File: config.mk
export PLATFORM = sky130hd
export DESIGN_NAME = instruction_fetch_stage
export DESIGN_NICKNAME = d
export VERILOG_FILES = /design/src/rtl/mips_pkg.sv /design/src/rtl/fetch_next_pc.sv /design/src/rtl/instruction_fetch_stage.sv
export SDC_FILE = /design/constraint.sdc
export NUM_CORES = 1
export LEC_CHECK = 0
export CORE_MARGIN = 2
export CORE_UTILIZATION = 47
export CTS_BUF_LIST = sky130_fd_sc_hd__clkbuf_2
export DETAILED_ROUTE_END_ITERATION = 10
export PLACE_DENSITY = 0.95
export SKIP_LAST_GASP = 1
export SLEW_MARGIN = 5
export SYNTH_ARGS = -nofsm -noshare
export SYNTH_HDL_FRONTEND = slang
export SYNTH_HIERARCHICAL = 1
export SYNTH_SLANG_ARGS = --single-unit
export TNS_END_PERCENT = 5
File: constraint.sdc
create_clock -name CLK -period 4.93 [get_ports CLK]
set_input_delay 0.493 -clock CLK [delete_from_list [all_inputs] [get_ports CLK]]
set_output_delay 0.493 -clock CLK [all_outputs]
set_load 0.02 [all_outputs]
File: src/rtl/mips_pkg.sv
// Shared MIPS pipeline definitions: address width, reset PC, NOP encoding and
// the IF/ID bundle consumed by the ID stage.
package mips_pkg;

  localparam int unsigned AW       = 5;
  localparam int unsigned RESET_PC = 0;
  localparam int unsigned IW       = 32;

  localparam logic [IW-1:0] NOP_INSTR = 32'h0000_0000;

  // IF/ID boundary payload; valid = 0 marks a bubble
  typedef struct packed {
    logic [IW-1:0] instruction;
    logic [AW-1:0] pcplus1;
    logic          valid;
  } ifid_t;

endpackage

File: src/rtl/fetch_next_pc.sv
// Next-PC and IF/ID update select for the fetch stage.
// Ports:
//   pc_i            current PC
//   stall_i         hazard-unit hold request
//   branch_taken_i  resolved taken branch (older instruction, wins over jump)
//   branch_target_i branch target word address
//   jump_i          decoded jump
//   jump_target_i   jump target word address
//   next_pc_o       PC value for the next edge
//   pc_plus1_o      PC+1, wrapping modulo 2^AW
//   flush_o         load a bubble into IF/ID
//   capture_o       load the fetched instruction into IF/ID
module fetch_next_pc #(
  parameter int unsigned AW = mips_pkg::AW
) (
  input  logic [AW-1:0] pc_i,
  input  logic          stall_i,
  input  logic          branch_taken_i,
  input  logic [AW-1:0] branch_target_i,
  input  logic          jump_i,
  input  logic [AW-1:0] jump_target_i,
  output logic [AW-1:0] next_pc_o,
  output logic [AW-1:0] pc_plus1_o,
  output logic          flush_o,
  output logic          capture_o
);

  assign pc_plus1_o = pc_i + AW'(1);

  // Redirects override a stall; branch beats jump
  always_comb begin
    next_pc_o = pc_i;
    flush_o   = 1'b0;
    capture_o = 1'b0;
    if (branch_taken_i) begin
      next_pc_o = branch_target_i;
      flush_o   = 1'b1;
    end else if (jump_i) begin
      next_pc_o = jump_target_i;
      flush_o   = 1'b1;
    end else if (!stall_i) begin
      next_pc_o = pc_plus1_o;
      capture_o = 1'b1;
    end
  end

endmodule

File: src/rtl/instruction_fetch_stage.sv
// IF stage: owns the PC, addresses instruction memory combinationally and
// registers the fetched instruction plus PC+1 into IF/ID.
// Ports:
//   CLK, Reset         clock and synchronous active-high reset
//   Stall              hold PC, IF/ID and FetchCount
//   BranchTaken/Target taken-branch redirect (highest priority)
//   Jump/JumpTarget    jump redirect
//   Address            PC register, to instruction memory
//   Instruction        instruction memory read data for Address
//   IFID_*             IF/ID register outputs
//   FetchCount         instructions accepted into IF/ID, wraps modulo 2^CW
module instruction_fetch_stage #(
  parameter int unsigned   AW       = mips_pkg::AW,
  parameter logic [AW-1:0] RESET_PC = AW'(mips_pkg::RESET_PC),
  parameter int unsigned   CW       = 16
) (
  input  logic          CLK,
  input  logic          Reset,
  input  logic          Stall,
  input  logic          BranchTaken,
  input  logic [AW-1:0] BranchTarget,
  input  logic          Jump,
  input  logic [AW-1:0] JumpTarget,
  output logic [AW-1:0] Address,
  input  logic [31:0]   Instruction,
  output logic [31:0]   IFID_Instruction,
  output logic [AW-1:0] IFID_PCPlus1,
  output logic          IFID_Valid,
  output logic [CW-1:0] FetchCount
);

  import mips_pkg::NOP_INSTR;

  logic [AW-1:0] pc_q, pc_d;
  logic [31:0]   instr_q, instr_d;
  logic [AW-1:0] pcplus1_q, pcplus1_d;
  logic          valid_q, valid_d;
  logic [CW-1:0] count_q, count_d;

  logic [AW-1:0] next_pc;
  logic [AW-1:0] pc_plus1;
  logic          flush;
  logic          capture;

  fetch_next_pc #(.AW(AW)) u_next_pc (
    .pc_i            (pc_q),
    .stall_i         (Stall),
    .branch_taken_i  (BranchTaken),
    .branch_target_i (BranchTarget),
    .jump_i          (Jump),
    .jump_target_i   (JumpTarget),
    .next_pc_o       (next_pc),
    .pc_plus1_o      (pc_plus1),
    .flush_o         (flush),
    .capture_o       (capture)
  );

  // IF/ID and counter next state
  always_comb begin
    pc_d      = next_pc;
    instr_d   = instr_q;
    pcplus1_d = pcplus1_q;
    valid_d   = valid_q;
    count_d   = count_q;
    if (flush) begin
      instr_d   = NOP_INSTR;
      pcplus1_d = '0;
      valid_d   = 1'b0;
    end else if (capture) begin
      instr_d   = Instruction;
      pcplus1_d = pc_plus1;
      valid_d   = 1'b1;
      count_d   = count_q + CW'(1);
    end
  end

  always_ff @(posedge CLK) begin
    if (Reset) begin
      pc_q      <= RESET_PC;
      instr_q   <= NOP_INSTR;
      pcplus1_q <= '0;
      valid_q   <= 1'b0;
      count_q   <= '0;
    end else begin
      pc_q      <= pc_d;
      instr_q   <= instr_d;
      pcplus1_q <= pcplus1_d;
      valid_q   <= valid_d;
      count_q   <= count_d;
    end
  end

  assign Address          = pc_q;
  assign IFID_Instruction = instr_q;
  assign IFID_PCPlus1     = pcplus1_q;
  assign IFID_Valid       = valid_q;
  assign FetchCount       = count_q;

endmodule

==> run summary <==
outcome -> finished clean
largest cells by area after synthesis -> dfxtp_1 48%, mux2i_1 16%, nor2_1 8.2%
setup bufs post-CTS -> 0
drt pass-1 iters -> 4
final HPWL from detailed placement -> 4.40 mm
max-cap violation count -> 0
GR Util met2 -> 33.4%
CTS tree -> done
# hold bufs at CTS -> 0
area of the mapped netlist -> 0.00248 mm2
CP most frequent cell -> nor2_1
layout cells sized above 1 -> 6.91%
clock latency on the worst-skew pair -> 0.46 ns
Seq/Total Area, Yosys -> 47.6%
crit-path cells -> clkdlybuf4s50_1 -> nor2_1 -> inv_1 -> nor2_4 -> buf_4 -> nand4b_1 -> or3_1 -> xor2_1 -> nor2_1
Worst Hold Launch -> IFID_Valid
post-layout power -> 0.874 mW
Syn Nets -> 304
Max H-tree Level -> 3
top_reg_cell synth -> dfxtp_1
CTS Sinks -> 59
per-cell routed wire length -> 14.1 um
VDD IR-drop max -> 203 uV
global-route wire length before repair -> 10.1 mm
initial antenna violation count -> 0
Fin. Hold Viols -> 0
IO Pins -> 106
cells after synthesis -> 255
post_cts resized -> 0
CP arrival -> 3.08 ns
period utilization -> 55.7%
worst clock skew -> 0.0248 ns
Fmax -> 364 MHz
clock buffer depth -> 2
routability-driven placement congestion ratio -> 0.844
Adder-Cell Fraction of Synth Area -> 1.01%
drt total wl -> 6.10 mm
busiest grt layer -> met2
Routed Antenna Nets -> 0
crit path from -> BranchTaken
grt ovf -> 0
Post-Synth XOR/XNOR Area -> 5.99%
Die Area -> 0.00588 mm2
crit-path leading delay family -> buffers and inverters
largest area contributor in the netlist -> dfxtp_1
Crit. End Element -> flip-flop
mux share of post-synthesis cell area -> 16.6%
Via density -> 5.02
met3 Use GR -> 5.06%
Initial Utilization -> 48.6%
nets@finish -> 407
via count -> 2167
CP max stage cell -> clkdlybuf4s50_1
Avg Inst Size Synth -> 9.74 um2
power per cell area -> 239 mW/mm2
leakage power -> 1.29 nW
max_slew headroom -> 49.4%
I/O Buffers -> 105
Buf/Inv on CP -> 3
First DRT Iteration DRCs -> 105
main combinational cell family by area after synthesis -> simple AND/OR/NAND/NOR gates
crit-path max FO -> 42
Post-synth EDFFs -> 0
Slew Viols, Final -> 0
total CTS buffers -> 9
Tightest Pin Transition -> 0.756 ns
GR Layer Usage met1 -> 27.9%
Synth Area in Simple Gates -> 21.7%
n_diodes -> 0
Total GRT Usage -> 21.4%
CORE AREA -> 0.00511 mm2
Clock transition at path regs -> 0.15 ns
crit path launch type -> primary input
final setup violation count -> 0
# DRC -> 0
Root Driver -> clkbuf_2
synthesis-to-finish area growth -> 47.3%
slowest stage delay, CP -> 0.63 ns
RSZ-0062 raised after global routing -> no
worst min-delay path class -> reg2reg
top cell type's share of synthesized area -> 47.6%
vias in the first global route -> 2113
synth warn -> 6
synthesis-stage register bit count -> 59
required time of the critical path -> 5.26 ns
ys async rst share -> 0%
largest net degree at the start of global routing -> 43
setup_tns -> 0 ns
layout filler cell count -> 413
Final min period -> 2.75 ns
Rows -> 26
Die Span X -> 76.7 um
critical path class -> in2reg
worst reg2reg path startpoint -> FetchCount[0]
Synth Area in Compound Gates -> 3.02%
Die Ht -> 76.7 um
Unique masters post-synth -> 38
-- metrics by stage --
step                      area, um2  instances  worst slack, ns  hold slack, ns  utilization, %
after floorplan                2480        255             3.00           0.541               -
final                          3660        432             2.18           0.493            71.6
after global placement         3560        417             1.83           0.447            69.7
after detailed placement       3560        417             1.75           0.455            69.7
after CTS                      3660        432             2.22           0.485            71.6
after global routing           3660        432             1.97           0.529            71.6
-- metal layers --
metal | vias to the layer above | share of wire (%)
met5 | - | 0
li1 | 1067 | -
met2 | 86 | 47
met1 | 1007 | 46
met4 | 0 | 1.4
met3 | 7 | 5.6
-- sequential cells by signal (all words and copies together) (netlist names) --
register,flops
IFID_PCPlus1,5
FetchCount,16
IFID_Instruction,32
IFID_Valid,1
Address,5
-- Yosys cell counts (3+ instances only) --
cell	n
xor2_1	6
dfxtp_1	59
o21ai_0	3
nor3_1	4
nand3_1	4
clkbuf_1	6
a21oi_1	3
nor3b_1	3
nor4_1	4
nand2_1	10
nor2_1	54
inv_1	7
mux2i_1	39
nand4_1	6
xnor2_1	11
nor2b_1	6
buf_2	4
-- cell usage in the layout (no fill, tap or decap), drive strengths merged, types with 2 or more instances in the layout --
cell type | synthesis | final
o21ai | 5 | 5
nand2 | 10 | 10
mux2i | 39 | 39
nand3 | 4 | 4
ha | 2 | 2
nor2 | 54 | 54
nor2b | 7 | 7
nor3 | 4 | 4
dfxtp | 59 | 59
nand4b | 2 | 2
clkbuf | 8 | 11
xnor2 | 11 | 11
nand3b | 2 | 2
inv | 7 | 7
mux2 | 2 | 2
nor4 | 5 | 5
clkinv | 0 | 3
nor3b | 3 | 3
or3 | 2 | 2
xor2 | 6 | 6
clkdlybuf4s50 | 0 | 105
a21oi | 3 | 3
nand4 | 7 | 7
-- area by class of cell --
type	instances	area, um2	share of cell area [%]
flip-flops and latches	59	1180	32.3
clock inverters	4	42.5	1.16
multi-input cells	175	1210	33.0
well taps	70	87.6	2.39
inverters	7	26.3	0.718
repair buffers	106	1060	28.9
clock buffers	11	55.1	1.50
-- cells by family after synthesis --
logic type | count (synthesis)
adders and majority gates | 2
buffers and inverters | 21
muxes | 41
xor gates and xnor gates | 17
AOI/OAI and AO/OA | 12
and+or+nand+nor | 103
DFF | 59
-- report_power, final --
part	internal [mW]	switching, mW
clock	0.115	0.168
sequential	0.483	0.00665
combinational	0.0608	0.0407
-- worst paths after layout --
check / to / slack (ns) / cells past startpoint
max: FetchCount[8] / 2.18 / 9
min: IFID_Valid / 0.49 / 2
max reg2reg: FetchCount[8] / 3.34 / 5
min reg2reg: IFID_Valid / 0.49 / 2
-- worst reg2reg max path, stage by stage, from the launching register on --
cell and delay [ns]:
dfxtp_1 0.43, ha_1 0.22, nand4b_1 0.19, or3_1 0.43, xor2_1 0.17, nor2_1 0.05
(Power assumes the default switching activity.)
